File: src/rtl/rd_cpl_rx_pkg.sv
// Shared definitions for the read-completion receive path: TLP header codes,
// FSM state type and the DW byte-order helper shared with the tx side.
package rd_cpl_rx_pkg;

  localparam logic [6:0] CPLD_FMT_TYPE = 7'b10_01010;
  localparam logic [2:0] CPL_SC        = 3'b000;
  localparam logic [7:0] RREM_UPPER_DW = 8'h0F;

  typedef enum logic [1:0] {
    ST_IDLE,
    ST_HDR2,
    ST_DATA,
    ST_DROP
  } rx_state_t;

  function automatic logic [31:0] dw_endian_conv(input logic [31:0] d);
    return {d[7:0], d[15:8], d[23:16], d[31:24]};
  endfunction

  // A completion is the last one of its request when the bytes still owed
  // equal the bytes it carries; zero encodes the maximum in both fields.
  function automatic logic cpl_is_last(input logic [11:0] byte_count,
                                       input logic [9:0]  length);
    logic [12:0] bc_bytes;
    logic [12:0] len_bytes;
    bc_bytes  = (byte_count == 12'd0) ? 13'd4096 : {1'b0, byte_count};
    len_bytes = (length == 10'd0) ? 13'd4096 : {1'b0, length, 2'b00};
    return bc_bytes == len_bytes;
  endfunction

endpackage

File: src/rtl/rd_cpl_rx_tag_ofs.sv
// Per-tag QW write offset table: cleared when a read is issued on a tag,
// bumped on every payload write, read combinationally by the current tag.
module cpl_tag_ofs #(
  parameter int OSRW = 4,
  parameter int SLTW = 9
) (
  input  logic            clk,
  input  logic            rst,
  input  logic            clr_en,
  input  logic [OSRW-1:0] clr_tag,
  input  logic            inc_en,
  input  logic [OSRW-1:0] inc_tag,
  input  logic [OSRW-1:0] rd_tag,
  output logic [SLTW-1:0] rd_ofs
);

  logic [SLTW-1:0] ofs [2**OSRW];

  // A clear on the same tag as an increment wins so a re-issued read starts at 0.
  always_ff @(posedge clk) begin
    if (rst) begin
      for (int i = 0; i < 2**OSRW; i++) begin
        ofs[i] <= '0;
      end
    end else begin
      for (int i = 0; i < 2**OSRW; i++) begin
        if (clr_en && clr_tag == OSRW'(i)) begin
          ofs[i] <= '0;
        end else if (inc_en && inc_tag == OSRW'(i)) begin
          ofs[i] <= ofs[i] + SLTW'(1);
        end
      end
    end
  end

  assign rd_ofs = ofs[rd_tag];

endmodule

File: src/rtl/rd_cpl_rx.sv
// Receive side of host-memory reads: parses CplD TLPs from the TRN rx port,
// realigns the 3DW-header payload to QWs and writes them to per-tag buffer slots.
module rd_cpl_rx
  import rd_cpl_rx_pkg::*;
#(
  parameter logic [4:0] RQTB = 5'b00000,
  parameter int         OSRW = 4,
  parameter int         SLTW = 9
) (
  input  logic                 clk,
  input  logic                 rst,
  input  logic [63:0]          trn_rd,
  input  logic [7:0]           trn_rrem_n,
  input  logic                 trn_rsof_n,
  input  logic                 trn_reof_n,
  input  logic                 trn_rsrc_rdy_n,
  output logic                 trn_rdst_rdy_n,
  input  logic                 buf_rdy,
  input  logic                 rd_issue,
  input  logic [OSRW-1:0]      rd_issue_tag,
  output logic                 wr_en,
  output logic [OSRW+SLTW-1:0] wr_addr,
  output logic [63:0]          wr_data,
  output logic                 cpl_done,
  output logic [OSRW-1:0]      cpl_done_tag,
  output logic                 cpl_err
);

  localparam logic [7-OSRW:0] TAG_PFX = {3'b000, RQTB[4:OSRW]};

  rx_state_t       state;
  logic [6:0]      hdr_fmt_type;
  logic [9:0]      hdr_len;
  logic [2:0]      hdr_status;
  logic            hdr_last;
  logic [OSRW-1:0] cur_tag;
  logic [31:0]     held_low;
  logic            done_pend;
  logic [OSRW-1:0] done_tag;
  logic [SLTW-1:0] cur_ofs;

  logic            beat_ok;
  logic [7:0]      rx_tag;
  logic            is_cpld;
  logic            tag_match;
  logic            cpl_good;
  logic            ofs_inc;

  assign beat_ok   = !trn_rsrc_rdy_n && !trn_rdst_rdy_n;
  assign rx_tag    = trn_rd[47:40];
  assign is_cpld   = hdr_fmt_type == CPLD_FMT_TYPE;
  assign tag_match = rx_tag[7:OSRW] == TAG_PFX;
  assign cpl_good  = is_cpld && tag_match && hdr_status == CPL_SC && !hdr_len[0];
  assign ofs_inc   = beat_ok && state == ST_DATA;

  cpl_tag_ofs #(
    .OSRW(OSRW),
    .SLTW(SLTW)
  ) u_tag_ofs (
    .clk    (clk),
    .rst    (rst),
    .clr_en (rd_issue),
    .clr_tag(rd_issue_tag),
    .inc_en (ofs_inc),
    .inc_tag(cur_tag),
    .rd_tag (cur_tag),
    .rd_ofs (cur_ofs)
  );

  // Each data beat carries the upper DW of the current QW plus the lower DW
  // of the next one, so the lower half is held over a beat before writing.
  always_ff @(posedge clk) begin
    if (rst) begin
      state          <= ST_IDLE;
      trn_rdst_rdy_n <= 1'b1;
      wr_en          <= 1'b0;
      wr_addr        <= '0;
      wr_data        <= '0;
      cpl_done       <= 1'b0;
      cpl_done_tag   <= '0;
      cpl_err        <= 1'b0;
      hdr_fmt_type   <= '0;
      hdr_len        <= '0;
      hdr_status     <= '0;
      hdr_last       <= 1'b0;
      cur_tag        <= '0;
      held_low       <= '0;
      done_pend      <= 1'b0;
      done_tag       <= '0;
    end else begin
      trn_rdst_rdy_n <= !buf_rdy;
      wr_en          <= 1'b0;
      cpl_err        <= 1'b0;
      cpl_done       <= done_pend;
      done_pend      <= 1'b0;
      if (done_pend) begin
        cpl_done_tag <= done_tag;
      end
      if (beat_ok) begin
        unique case (state)
          ST_IDLE: begin
            if (!trn_rsof_n) begin
              hdr_fmt_type <= trn_rd[62:56];
              hdr_len      <= trn_rd[41:32];
              hdr_status   <= trn_rd[15:13];
              hdr_last     <= cpl_is_last(trn_rd[11:0], trn_rd[41:32]);
              if (trn_reof_n) begin
                state <= ST_HDR2;
              end
            end
          end
          ST_HDR2: begin
            cur_tag  <= rx_tag[OSRW-1:0];
            held_low <= trn_rd[31:0];
            if (!trn_reof_n) begin
              state   <= ST_IDLE;
              cpl_err <= is_cpld && tag_match;
            end else if (cpl_good) begin
              state <= ST_DATA;
            end else begin
              state   <= ST_DROP;
              cpl_err <= is_cpld && tag_match;
            end
          end
          ST_DATA: begin
            wr_en    <= 1'b1;
            wr_addr  <= {cur_tag, cur_ofs};
            wr_data  <= {dw_endian_conv(trn_rd[63:32]), dw_endian_conv(held_low)};
            held_low <= trn_rd[31:0];
            if (!trn_reof_n) begin
              state <= ST_IDLE;
              // An even-length payload must end on a half-filled beat.
              if (trn_rrem_n == RREM_UPPER_DW) begin
                done_pend <= hdr_last;
                done_tag  <= cur_tag;
              end else begin
                cpl_err <= 1'b1;
              end
            end
          end
          ST_DROP: begin
            if (!trn_reof_n) begin
              state <= ST_IDLE;
            end
          end
          default: state <= ST_IDLE;
        endcase
      end
    end
  end

endmodule

File: config.mk
export PLATFORM = sky130hd
export DESIGN_NAME = rd_cpl_rx
export DESIGN_NICKNAME = d
export VERILOG_FILES = /design/src/rtl/rd_cpl_rx_pkg.sv /design/src/rtl/rd_cpl_rx_tag_ofs.sv /design/src/rtl/rd_cpl_rx.sv
export SDC_FILE = /design/constraint.sdc
export NUM_CORES = 1
export LEC_CHECK = 0
export ABC_CLOCK_PERIOD_IN_PS = 7400
export CORE_UTILIZATION = 29
export CTS_BUF_LIST = sky130_fd_sc_hd__clkbuf_8
export DETAILED_ROUTE_END_ITERATION = 7
export PLACE_DENSITY_LB_ADDON = 0.25
export SYNTH_ARGS = -nofsm -noshare
export SYNTH_HDL_FRONTEND = slang
export SYNTH_SLANG_ARGS = --single-unit
File: constraint.sdc
create_clock -name clk -period 7.4 [get_ports clk]
set_clock_uncertainty 0.15 [all_clocks]
set_input_delay 1.48 -clock clk [delete_from_list [all_inputs] [get_ports clk]]
set_output_delay 1.48 -clock clk [all_outputs]
set_load 0.01 [all_outputs]
==> flow_summary.json <==
{
  "rsz0062_at_grt": "no",
  "ir_drop_v": 0.000114,
  "outcome": "complete, no violations",
  "fp.dieW_um": 219,
  "crit_arrival_ps": 3900,
  "period_needed_ps": 3840,
  "reg2regPathDepth": 6,
  "routabilityCongestion": 0.857,
  "critPathLaunchType": "primary input",
  "antennaDiodeCount": 0,
  "yosysSeqAreaShare_pct": 52.3,
  "grt_pass1_wl_um": 59300,
  "finalCritPeriodShare_pct": 51.9,
  "worstMarginPinSlew_ps": 1370,
  "synth_area_sq_um": 13600,
  "worst-setup-path-type": "in2reg",
  "setup_slack_ps": 3560,
  "utilization_pct": 36.1,
  "final_nets": 1665,
  "htree_levels": 2,
  "regToRegStartpoint": "state[0]",
  "first_pass_iters": 6,
  "setup_viol": 0,
  "num_vias": 10851,
  "clkSinkCount": 284,
  "totalWireLength_um": 38700,
  "cts_tree": "yes",
  "ys_types": 56,
  "slowest_stage": "o21ai_0",
  "r2r_end": "u_tag_ofs.ofs[11][2]",
  "cts_setup_buffers": 0,
  "finalHoldViolCount": 0,
  "critPathLaunch": "trn_rsrc_rdy_n",
  "drc": 0,
  "pre_cts_slack_ps": 2940,
  "synth_ff_type": "edfxtp_1",
  "routed_via_density": 4.91,
  "ctsResizeCount": 0,
  "avgSynthCellArea_sq_um": 9.74,
  "tns_ps": 0,
  "ys_ff_latch": 284,
  "first_global_vias": 10563,
  "p_leak_nw": 5.52,
  "ant_nets": 0,
  "cp-endpoint": "u_tag_ofs.ofs[11][2]",
  "syn_inst": 1399,
  "rrSetupSlack_ps": 4330,
  "crit_path_end_kind": "register",
  "clkSlewWorstSetupHoldPaths_ps": 60,
  "track_usage_pct": 15.9,
  "worstPathRequired_ps": 7460,
  "row_count": 79,
  "max_freq_mhz": 261,
  "syn2layout_area_growth_pct": 23.1,
  "antenna_found_initial": 0,
  "cp_max_fo": 22,
  "die-height_um": 219,
  "drv_cap": 0,
  "slew_violations": 0,
  "root_buffer": "clkbuf_8",
  "final_cell_area_sq_um": 16800,
  "ctsHoldBuffers": 0,
  "wl_per_cell_um": 17.5,
  "power_density_nw_per_um2": 192,
  "grt_max_degree": 75,
  "clockBufferDepth": 3,
  "fp.coreArea_sq_um": 46500,
  "place_area_sq_um": 15900,
  "ys_warn_count": 0,
  "port_buffers": 167,
  "io_pins": 168,
  "dp_hpwl_um": 26900,
  "hold_class": "reg2reg",
  "synth_edf_count": 144,
  "drt_iter0_markers": 773,
  "dieArea_sq_um": 47900,
  "async_flop_share_pct": 0,
  "slew_headroom_pct": 7.52,
  "cts_buffers": 49,
  "overflow": 0,
  "crit_chain": "clkdlybuf4s50_1 > nor3b_4 > buf_4 > nand3_1 > o21ai_0",
  "cpPeakStageDelay_ps": 1060,
  "drive_gt1_share_pct": 7.12,
  "initial_utilization_pct": 29.3,
  "clk_latency_ps": 620,
  "mappedNetlistNets": 1502
}
-- Yosys cell counts, types with 13 or more instances --
master	instances	area share [%]
nand3_1	56	2.1
nand4_1	31	1.4
ha_1	20	1.8
and3_1	18	0.83
mux4_2	18	3.0
inv_1	16	0.44
xnor2_1	35	2.2
xor2_1	87	5.6
nand2_1	262	7.2
edfxtp_1	144	32
a21oi_1	129	4.7
clkbuf_1	43	1.2
mux2i_1	48	3.5
and4_1	15	0.96
dfxtp_1	140	21
nor4_1	13	0.60
nor2_1	179	4.9
-- worst max-delay path: cells and delay by family --
family	cells	cell delay, ps
AND/OR/NAND/NOR	2	490
buffers and inverters	2	850
AO/OA/AOI/OAI	1	1060
-- logic make-up after synthesis --
family | count (synthesis) | synth area share, %
AOI/OAI and AO/OA | 185 | 7.71
xor gates and xnor gates | 122 | 7.84
adders and majority gates | 20 | 1.84
buffers and inverters | 87 | 2.64
DFF | 284 | 52.3
muxes | 66 | 6.50
and+or+nand+nor | 635 | 21.2
-- layout make-up --
| cell class | count | area (sq um) |
|---|---|---|
| Multi-Input combinational cell | 1028 | 6160 |
| Inverter | 17 | 63.8 |
| Sequential cell | 284 | 7130 |
| Tap cell | 607 | 759 |
| Clock buffer | 52 | 716 |
| Timing Repair Buffer | 182 | 1780 |
| Clock inverter | 38 | 174 |
| Fill cell | 4762 | 29700 |
-- flip-flops by register name (all words and copies together), names as in the netlist --
signal	cells
cpl_done	1
cpl_err	1
wr_data	64
wr_en	1
wr_addr	13
cpl_done_tag	4
hdr_status	3
cur_tag	4
done_pend	1
hdr_len	1
u_tag_ofs.ofs	144
held_low	32
hdr_last	1
done_tag	4
state	2
trn_rdst_rdy_n	1
hdr_fmt_type	7
-- worst min path at each step --
stage | from | endpoint | slack (ps) | cells past startpoint
after floorplan | hdr_fmt_type[6] | hdr_fmt_type[6] | 280 | 2
after global placement | held_low[9] | wr_data[17] | 290 | 2
after detailed placement | held_low[15] | wr_data[23] | 290 | 2
after CTS | held_low[15] | wr_data[23] | 290 | 2
after global routing | held_low[15] | wr_data[23] | 300 | 2
final | held_low[15] | wr_data[23] | 280 | 2
-- metrics by stage --
step / hold WS [ps] / power [mW] / instances
5_1_grt: 299 / 3.37 / 2208
6_report: 278 / 3.23 / 2208
4_1_cts: 294 / 3.29 / 2206
3_5_place_dp: 293 / 1.94 / 2116
3_3_place_gp: 286 / 1.93 / 2116
2_1_floorplan: 281 / 1.83 / 1399
-- layout by cell type (no fill, tap or decap), types with 15 or more instances in the layout --
master             n
dfxtp_1          139
xor2_1            87
clkbuf_8          52
nor2_1           179
mux4_2            18
nand4_1           31
xnor2_1           35
inv_1             35
clkdlybuf4s50_1  166
ha_1              20
a21oi_1          129
and4_1            15
mux2i_1           48
and3_1            18
nand2_1          262
edfxtp_1         144
nand3_1           56
-- per-layer routing --
metal	global-route usage [%]	vias to the layer above	wire [um]
li1	-	5259	-
met1	21.1	5158	17700
met2	25.3	365	17400
met3	3.59	69	2610
met4	5.63	0	1020
met5	0	-	0
-- report_power, final --
part           switching [mW]  total, mW  leakage [nW]  internal, mW
clock network           0.670       1.32         0.539         0.655
logic                  0.0929      0.174          2.36        0.0813
registers              0.0448       1.73          2.62          1.69
No activity file was read; power rests on OpenSTA's default activity.
